$ cat src/rtl/regfile_wb_arbiter.sv
// Writeback arbiter for the integer register file: ALU/load arbitration onto one write port plus
// a pending-write scoreboard that stalls issue. Define REGFILE_WB_BYPASS_EN for same-cycle bypass.
module regfile_wb_arbiter #(
   parameter int unsigned XLEN     = 64,
   parameter int unsigned MAX_WAIT = 4
) (
   input  logic            clk,
   input  logic            rst,
   input  logic            i_alu_valid,
   input  logic [4:0]      i_alu_rd,
   input  logic [XLEN-1:0] i_alu_data,
   output logic            o_alu_ready,
   input  logic            i_ld_valid,
   input  logic [4:0]      i_ld_rd,
   input  logic [XLEN-1:0] i_ld_data,
   output logic            o_ld_ready,
   output logic            o_w_enable,
   output logic [4:0]      o_write_entry,
   output logic [XLEN-1:0] o_write_value,
   input  logic            i_issue_valid,
   input  logic [4:0]      i_issue_rs1,
   input  logic [4:0]      i_issue_rs2,
   input  logic [4:0]      i_issue_rd,
   input  logic            i_issue_has_rd,
   output logic            o_issue_ready,
   input  logic            i_flush,
   output logic            o_fwd_rs1_hit,
   output logic            o_fwd_rs2_hit,
   output logic [XLEN-1:0] o_fwd_data
);

   localparam logic [3:0] MaxWaitCnt = 4'(MAX_WAIT);

   logic [3:0]      r_wait_cnt;
   logic [31:0]     r_busy;

   logic            w_alu_grant;
   logic            w_ld_grant;
   logic [4:0]      w_gnt_rd;
   logic [XLEN-1:0] w_gnt_data;
   logic            w_we;
   logic            w_rs1_busy;
   logic            w_rs2_busy;
   logic            w_rd_busy;
   logic            w_fwd1;
   logic            w_fwd2;
   logic            w_hazard;
   logic            w_issue_ok;
   logic [31:0]     w_set;
   logic [31:0]     w_clr;

   // Load has priority unless the ALU has been denied MAX_WAIT consecutive cycles.
   assign w_alu_grant = i_alu_valid & (~i_ld_valid | (r_wait_cnt == MaxWaitCnt));
   assign w_ld_grant  = i_ld_valid & ~w_alu_grant;

   always_comb begin
      w_gnt_rd   = 5'd0;
      w_gnt_data = '0;
      if (w_alu_grant) begin
         w_gnt_rd   = i_alu_rd;
         w_gnt_data = i_alu_data;
      end else if (w_ld_grant) begin
         w_gnt_rd   = i_ld_rd;
         w_gnt_data = i_ld_data;
      end
   end

   assign w_we = ~rst & (w_alu_grant | w_ld_grant) & (w_gnt_rd != 5'd0);

`ifdef REGFILE_WB_BYPASS_EN
   assign w_fwd1 = w_we & (w_gnt_rd == i_issue_rs1);
   assign w_fwd2 = w_we & (w_gnt_rd == i_issue_rs2);
   assign w_rs1_busy = r_busy[i_issue_rs1] & ~w_fwd1;
   assign w_rs2_busy = r_busy[i_issue_rs2] & ~w_fwd2;
   assign w_rd_busy  = r_busy[i_issue_rd] & ~(w_we & (w_gnt_rd == i_issue_rd));
`else
   assign w_fwd1     = 1'b0;
   assign w_fwd2     = 1'b0;
   assign w_rs1_busy = r_busy[i_issue_rs1];
   assign w_rs2_busy = r_busy[i_issue_rs2];
   assign w_rd_busy  = r_busy[i_issue_rd];
`endif

   // busy[0] is held at 0, so index-0 sources never contribute a hazard.
   assign w_hazard   = i_issue_valid & (w_rs1_busy | w_rs2_busy | (i_issue_has_rd & w_rd_busy));
   assign w_issue_ok = i_issue_valid & ~w_hazard & ~i_flush;

   assign w_set = (w_issue_ok & i_issue_has_rd) ? (32'd1 << i_issue_rd) : 32'd0;
   assign w_clr = w_we ? (32'd1 << w_gnt_rd) : 32'd0;

   always_ff @(posedge clk) begin
      if (rst) begin
         r_wait_cnt <= 4'd0;
         r_busy     <= 32'd0;
      end else begin
         if (!i_alu_valid || w_alu_grant) begin
            r_wait_cnt <= 4'd0;
         end else if (r_wait_cnt < MaxWaitCnt) begin
            r_wait_cnt <= r_wait_cnt + 4'd1;
         end
         if (i_flush) begin
            r_busy <= 32'd0;
         end else begin
            r_busy <= ((r_busy & ~w_clr) | w_set) & 32'hFFFF_FFFE;
         end
      end
   end

   assign o_alu_ready   = ~rst & w_alu_grant;
   assign o_ld_ready    = ~rst & w_ld_grant;
   assign o_w_enable    = w_we;
   assign o_write_entry = rst ? 5'd0 : w_gnt_rd;
   assign o_write_value = rst ? '0 : w_gnt_data;
   assign o_issue_ready = ~rst & w_issue_ok;
   assign o_fwd_rs1_hit = w_fwd1;
   assign o_fwd_rs2_hit = w_fwd2;
`ifdef REGFILE_WB_BYPASS_EN
   assign o_fwd_data    = o_write_value;
`else
   assign o_fwd_data    = '0;
`endif

endmodule

$ cat config.mk
export PLATFORM = sky130hd
export DESIGN_NAME = regfile_wb_arbiter
export DESIGN_NICKNAME = d
export VERILOG_FILES = /design/src/rtl/regfile_wb_arbiter.sv
export SDC_FILE = /design/constraint.sdc
export NUM_CORES = 1
export LEC_CHECK = 0
export BUFFER_PORTS_ARGS = -buffer_cell sky130_fd_sc_hd__clkbuf_2
export CORE_AREA = 5 5 114 116
export DETAILED_ROUTE_END_ITERATION = 6
export DIE_AREA = 0 0 119 121
export PLACE_DENSITY = 0.76
export SLEW_MARGIN = 40
export SYNTH_ARGS = -nofsm -noshare
export SYNTH_HDL_FRONTEND = slang
export SYNTH_SLANG_ARGS = --single-unit
$ cat constraint.sdc
create_clock -name clk -period 4 [get_ports clk]
set_clock_uncertainty 0.2 [all_clocks]
set_input_delay 0.4 -clock clk [delete_from_list [all_inputs] [get_ports clk]]
set_output_delay 0.4 -clock clk [all_outputs]
set_load 0.01 [all_outputs]
* Word level (Yosys, flattened, before mapping) *
Index checks and enable logic that the tools add are counted.

operators by class
  $add $sub $neg = 1
  $mul = 0
  equality and inequality tests = 1
  bitwise operators = 24
  shift operators = 2
  div/mod/pow operators = 0
  reduce and logical (&&, ||, !) cells = 5
  magnitude comparators = 4
  muxes and demuxes = 14

operators by type and width
  cell                                                                    number
  64-bit two-way mux                                                      3
  32-bit two-way mux                                                      2
  1-bit by 5-bit << shifter with 32-bit output (first input constant)     2
  32-bit AND                                                              1
  32-bit NOT                                                              1
  32-bit OR                                                               1
  5-bit by 6-bit < comparator with 1-bit output (second input constant)   3
  1-bit binary-select mux with 5-bit select                               3
  5-bit two-way mux                                                       3
  1-bit AND                                                               12
  1-bit NOT                                                               5
  5-bit nonzero test                                                      1
  4-bit by 1-bit adder with 4-bit output (second input constant)          1
  4-bit by 3-bit equality test with 1-bit output (second input constant)  1
  4-bit by 3-bit < comparator with 1-bit output (second input constant)   1
  1-bit OR                                                                4
  2-bit OR reduction                                                      2
  1-bit two-way mux                                                       3
  1-bit zero test                                                         1
  1-bit logical OR                                                        1

storage, ports and cells
  RAM bits = 0
  memory bits (read-only) = 0
  latch bits = 0
  word-level logic and storage cells = 54
  register bits = 36
  memories = 0

* Depth between registers and ports, before layout *
  word-level depth = 13
  mapped depth = 10

* Worst setup path before layout *
Ideal clock, no wire load.

  path kind = in2out
  from = input i_issue_rd[1]
  to = output o_issue_ready
  data arrival time = 2.184 ns
  path buffers = 2
  setup slack = 1.216 ns
  data required time = 3.400 ns
  stages on the path = 8
  path through = clkbuf_1 -> mux2_1 -> a221oi_1 -> o31ai_1 -> nor3b_1 -> nand4_2 -> buf_2 -> nor2_1

on the way
  cells in the longest elaborated chain, start to end = 9

ends and longest elaborated chain
  item                                       line  text
  from (decl)                                23    input logic [4:0] i_issue_rd,
  1-bit binary-select mux with 5-bit select  81    assign w_rd_busy = r_busy[i_issue_rd];
  1-bit two-way mux (not written as such)    81
  1-bit AND                                  85    assign w_hazard = i_issue_valid & (w_rs1_busy | w_rs2_busy | (i_issue_has_rd & w_rd_busy));
  1-bit OR                                   85
  1-bit AND                                  85
  1-bit NOT                                  86    assign w_issue_ok = i_issue_valid & ~w_hazard & ~i_flush;
  1-bit AND (2 in series)                    86
  1-bit AND                                  114   assign o_issue_ready = ~rst & w_issue_ok;
  to (decl)                                  25    output logic o_issue_ready,

No other way between the ends. The select of a mux whose other input is x is not followed.

* Worst setup path in the final report *
  from = input i_issue_rs1[2]
  to = output o_issue_ready

on the way
  cells in the longest elaborated chain, start to end = 9

ends and longest elaborated chain
  item                                       line  text
  from (decl)                                21    input logic [4:0] i_issue_rs1,
  1-bit binary-select mux with 5-bit select  79    assign w_rs1_busy = r_busy[i_issue_rs1];
  1-bit two-way mux (not written as such)    79
  1-bit OR (2 in series)                     85
  1-bit AND                                  85
  1-bit NOT                                  86
  1-bit AND (2 in series)                    86
  1-bit AND                                  114

No other way between the ends. The select of a mux whose other input is x is not followed.

==> results.json <==
{
  "status": "finished clean",
  "slowest_stage": "or4_1",
  "finalHoldViolCount": 0,
  "grt_use_total_pct": 22.3,
  "coreArea_sq_um": 11800,
  "synth-seq-cells": 35,
  "grt_remaining_overflow": 0,
  "end_kind": "output port",
  "vdd_drop_max_v": 0.000234,
  "worst_pin_slew_ns": 0.769,
  "port_buffers": 232,
  "reg2reg_depth": 7,
  "drtPass1Iterations": 5,
  "worstPathCellList": "clkbuf_2 -> mux2_1 -> a221oi_1 -> or4_1 -> nor3b_1 -> nand4_2 -> nor2_1 -> clkbuf_2",
  "synthArstFlopShare_pct": 0,
  "clockBufferDepth": 2,
  "io_pins": 299,
  "hpwl_mm": 14.4,
  "fin_nets": 861,
  "yosysSeqAreaShare_pct": 17.0,
  "row_count": 40,
  "rr_startpoint": "r_busy[5]$_SDFF_PP0_",
  "htree_num_levels": 2,
  "crit_top_cell": "clkbuf_2",
  "cts_tree": "done",
  "slew_headroom_pct": 48.3,
  "first_iter_violations": 383,
  "r2r-end": "r_busy[5]$_SDFF_PP0_",
  "power_leakage_nw": 2.44,
  "endpoint": "o_issue_ready",
  "remaining_drc_errors": 0,
  "cts_root_buffer": "clkbuf_16",
  "postLayoutCellArea_sq_um": 5260,
  "drv_cap": 0,
  "cp.depth": 8,
  "crit_family": "simple AND/OR/NAND/NOR gates",
  "criticalPathCategory": "primary input to output port",
  "antenna_found_initial": 5,
  "grt_pass1_vias": 4561,
  "period_share_pct": 77.3,
  "syn2layout_area_growth_pct": 28.0,
  "worst_ep_arrival_time_ns": 2.49,
  "cpPeakStageDelay_ns": 0.49,
  "via_per_inst": 5.51,
  "dieHeight_um": 121,
  "avgSynthCellArea_sq_um": 8.27,
  "final-max-slew-violation-count": 0,
  "clk_pin_slew_ns": 0.06,
  "cts_resized": 0,
  "min_path_type": "register to register",
  "crit_start": "i_issue_rs1[2]",
  "period_needed_ns": 3.09,
  "design.die.area_sq_um": 14400,
  "drive_above_1_share_pct": 39.7,
  "hold-worst-slack_ns": 0.285,
  "placed_cell_area_sq_um": 5060,
  "synth_edf_count": 0,
  "rsz0062_at_grt": "false",
  "syn_inst": 497,
  "grt_pass1_wl_mm": 25.6,
  "setup_violations": 0,
  "vias": 4679,
  "synth_ff_type": "dfxtp_1",
  "ant_nets": 0,
  "fp.dieW_um": 119,
  "ys_warn_count": 0,
  "clk_latency_ns": 0.28,
  "cts.sinks": 35,
  "place_congestion": 0.940,
  "p_per_area_nw_per_um2": 236,
  "wl_mm": 17.2,
  "post_cts_buffers": 0,
  "cts_hold_buf": 0,
  "tns_ns": 0,
  "max_freq_mhz": 323,
  "start_util_pct": 34.8,
  "cp.buffers_inverters": 2,
  "synthesis.area_sq_um": 4110,
  "wl_per_cell_um": 20.2,
  "grt_max_degree": 62,
  "synth_cell_type_count": 67,
  "critPathMaxFanout": 17,
  "numCtsBuffers": 5,
  "reg2reg_slack_ns": 1.46,
  "start_kind": "primary input",
  "required_ns": 3.40
}
## cell usage after synthesis, types with 2 or more instances
cell type | n | area (sq um)
a21o_1 | 2 | 15.0
a21oi_1 | 7 | 35.0
a221oi_1 | 3 | 26.3
a22o_1 | 64 | 561
a41oi_1 | 2 | 17.5
and3_1 | 5 | 31.3
and4b_1 | 3 | 30.0
buf_1 | 2 | 7.51
buf_2 | 4 | 20.0
buf_4 | 67 | 503
buf_6 | 6 | 67.6
clkbuf_1 | 25 | 93.8
dfxtp_1 | 35 | 701
ha_1 | 2 | 25.0
inv_1 | 10 | 37.5
mux2_1 | 10 | 113
mux2i_1 | 8 | 80.1
mux4_1 | 3 | 78.8
mux4_2 | 11 | 248
nand2_1 | 28 | 105
nand2b_1 | 5 | 31.3
nand3_1 | 2 | 10.0
nand3b_1 | 3 | 22.5
nand4_1 | 18 | 113
nor2_1 | 33 | 124
nor2b_1 | 5 | 31.3
nor3_1 | 5 | 25.0
nor3b_1 | 3 | 22.5
nor4_1 | 3 | 18.8
nor4b_1 | 7 | 61.3
nor4bb_1 | 2 | 20.0
o211ai_1 | 31 | 233
o21a_1 | 3 | 22.5
o21ai_0 | 10 | 50.1
o21ai_1 | 30 | 150
o21ai_2 | 2 | 17.5
o22ai_1 | 3 | 18.8
o31a_1 | 2 | 17.5
o31ai_1 | 2 | 15.0
or2_2 | 2 | 12.5
or3_1 | 2 | 12.5
or3b_2 | 2 | 17.5
## tightest hold or removal path, stage by stage, from the launching register on
cell and delay (ns):
dfxtp_1 0.33, inv_1 0.07, nor2_1 0.04
## cell type report
class                      instances  area (sq um)
fill                            1235          6550
multi-input combinational        410          2920
timing repair buffer             237          1220
sequential                        35           701
tap                              147           184
clock buffer                       5           125
clock inverter                     3          67.6
inverter                          10          37.5
antenna                            2          5.00
## state kept, by name, summed over array words and instances, names as in the netlist
register and count:
r_busy 31, r_wait_cnt 4
## placed cells by master, fill, tap and decap left out, types with 8 or more instances in the layout
master / Yosys / final
mux2_1: 10 / 10
mux4_2: 11 / 11
o21ai_0: 10 / 10
nor2_1: 33 / 31
clkbuf_2: 1 / 232
o211ai_1: 31 / 31
o21ai_1: 30 / 30
nand2_1: 28 / 28
mux2i_1: 8 / 8
inv_1: 10 / 10
conb_1: 1 / 66
dfxtp_1: 35 / 35
a22o_1: 64 / 64
nand4_1: 18 / 18
## stage by stage
step | power, mW | utilization [%] | instances | setup WS, ns
final | 1.24 | 44.6 | 849 | 0.906
after detailed placement | 0.732 | 42.9 | 839 | 0.919
after global placement | 0.729 | 42.8 | 839 | 0.960
after CTS | 1.24 | 44.5 | 847 | 0.916
after global routing | 1.29 | 44.5 | 848 | 0.810
after floorplan | 0.613 | - | 562 | 1.22
## worst min-delay path by stage
stage / start / to / depth (start not counted)
floorplan: r_wait_cnt[3]$_SDFFE_PP0N_ / r_wait_cnt[3]$_SDFFE_PP0N_ / 2
global placement: r_wait_cnt[3]$_SDFFE_PP0N_ / r_wait_cnt[3]$_SDFFE_PP0N_ / 2
detailed placement: r_wait_cnt[3]$_SDFFE_PP0N_ / r_wait_cnt[3]$_SDFFE_PP0N_ / 2
CTS: r_wait_cnt[3]$_SDFFE_PP0N_ / r_wait_cnt[3]$_SDFFE_PP0N_ / 2
global route: r_wait_cnt[3]$_SDFFE_PP0N_ / r_wait_cnt[3]$_SDFFE_PP0N_ / 2
finish: r_wait_cnt[3]$_SDFFE_PP0N_ / r_wait_cnt[3]$_SDFFE_PP0N_ / 2
## logic make-up after synthesis
kind of cell | after synthesis | synth area share [%]
other | 1 | 0.0912
adder cells (fa/ha/maj) | 2 | 0.609
AO/OA/AOI/OAI | 170 | 31.0
multiplexers | 33 | 12.9
flip-flops | 35 | 17.0
XOR/XNOR | 1 | 0.213
buffers and inverters | 117 | 18.6
AND/OR/NAND/NOR | 138 | 19.6
## layer usage
layer | track usage [%] | wire length (um) | share of wire (%) | up-vias
met5 | 0 | 61 | 0.35 | -
met4 | 5.79 | 326 | 1.9 | 8
met3 | 8.95 | 2000 | 12 | 31
met2 | 37.9 | 8570 | 50 | 252
met1 | 26.1 | 6240 | 36 | 2196
li1 | - | - | - | 2192
## report_power, final
| part | switching, mW | leakage, nW | internal, mW |
|---|---|---|---|
| sequential | 0.000873 | 0.282 | 0.349 |
| clock | 0.155 | 0.0900 | 0.357 |
| combinational | 0.227 | 2.06 | 0.152 |
| total | 0.382 | 2.43 | 0.858 |
Note: power is estimated with default switching activity, not from simulation.
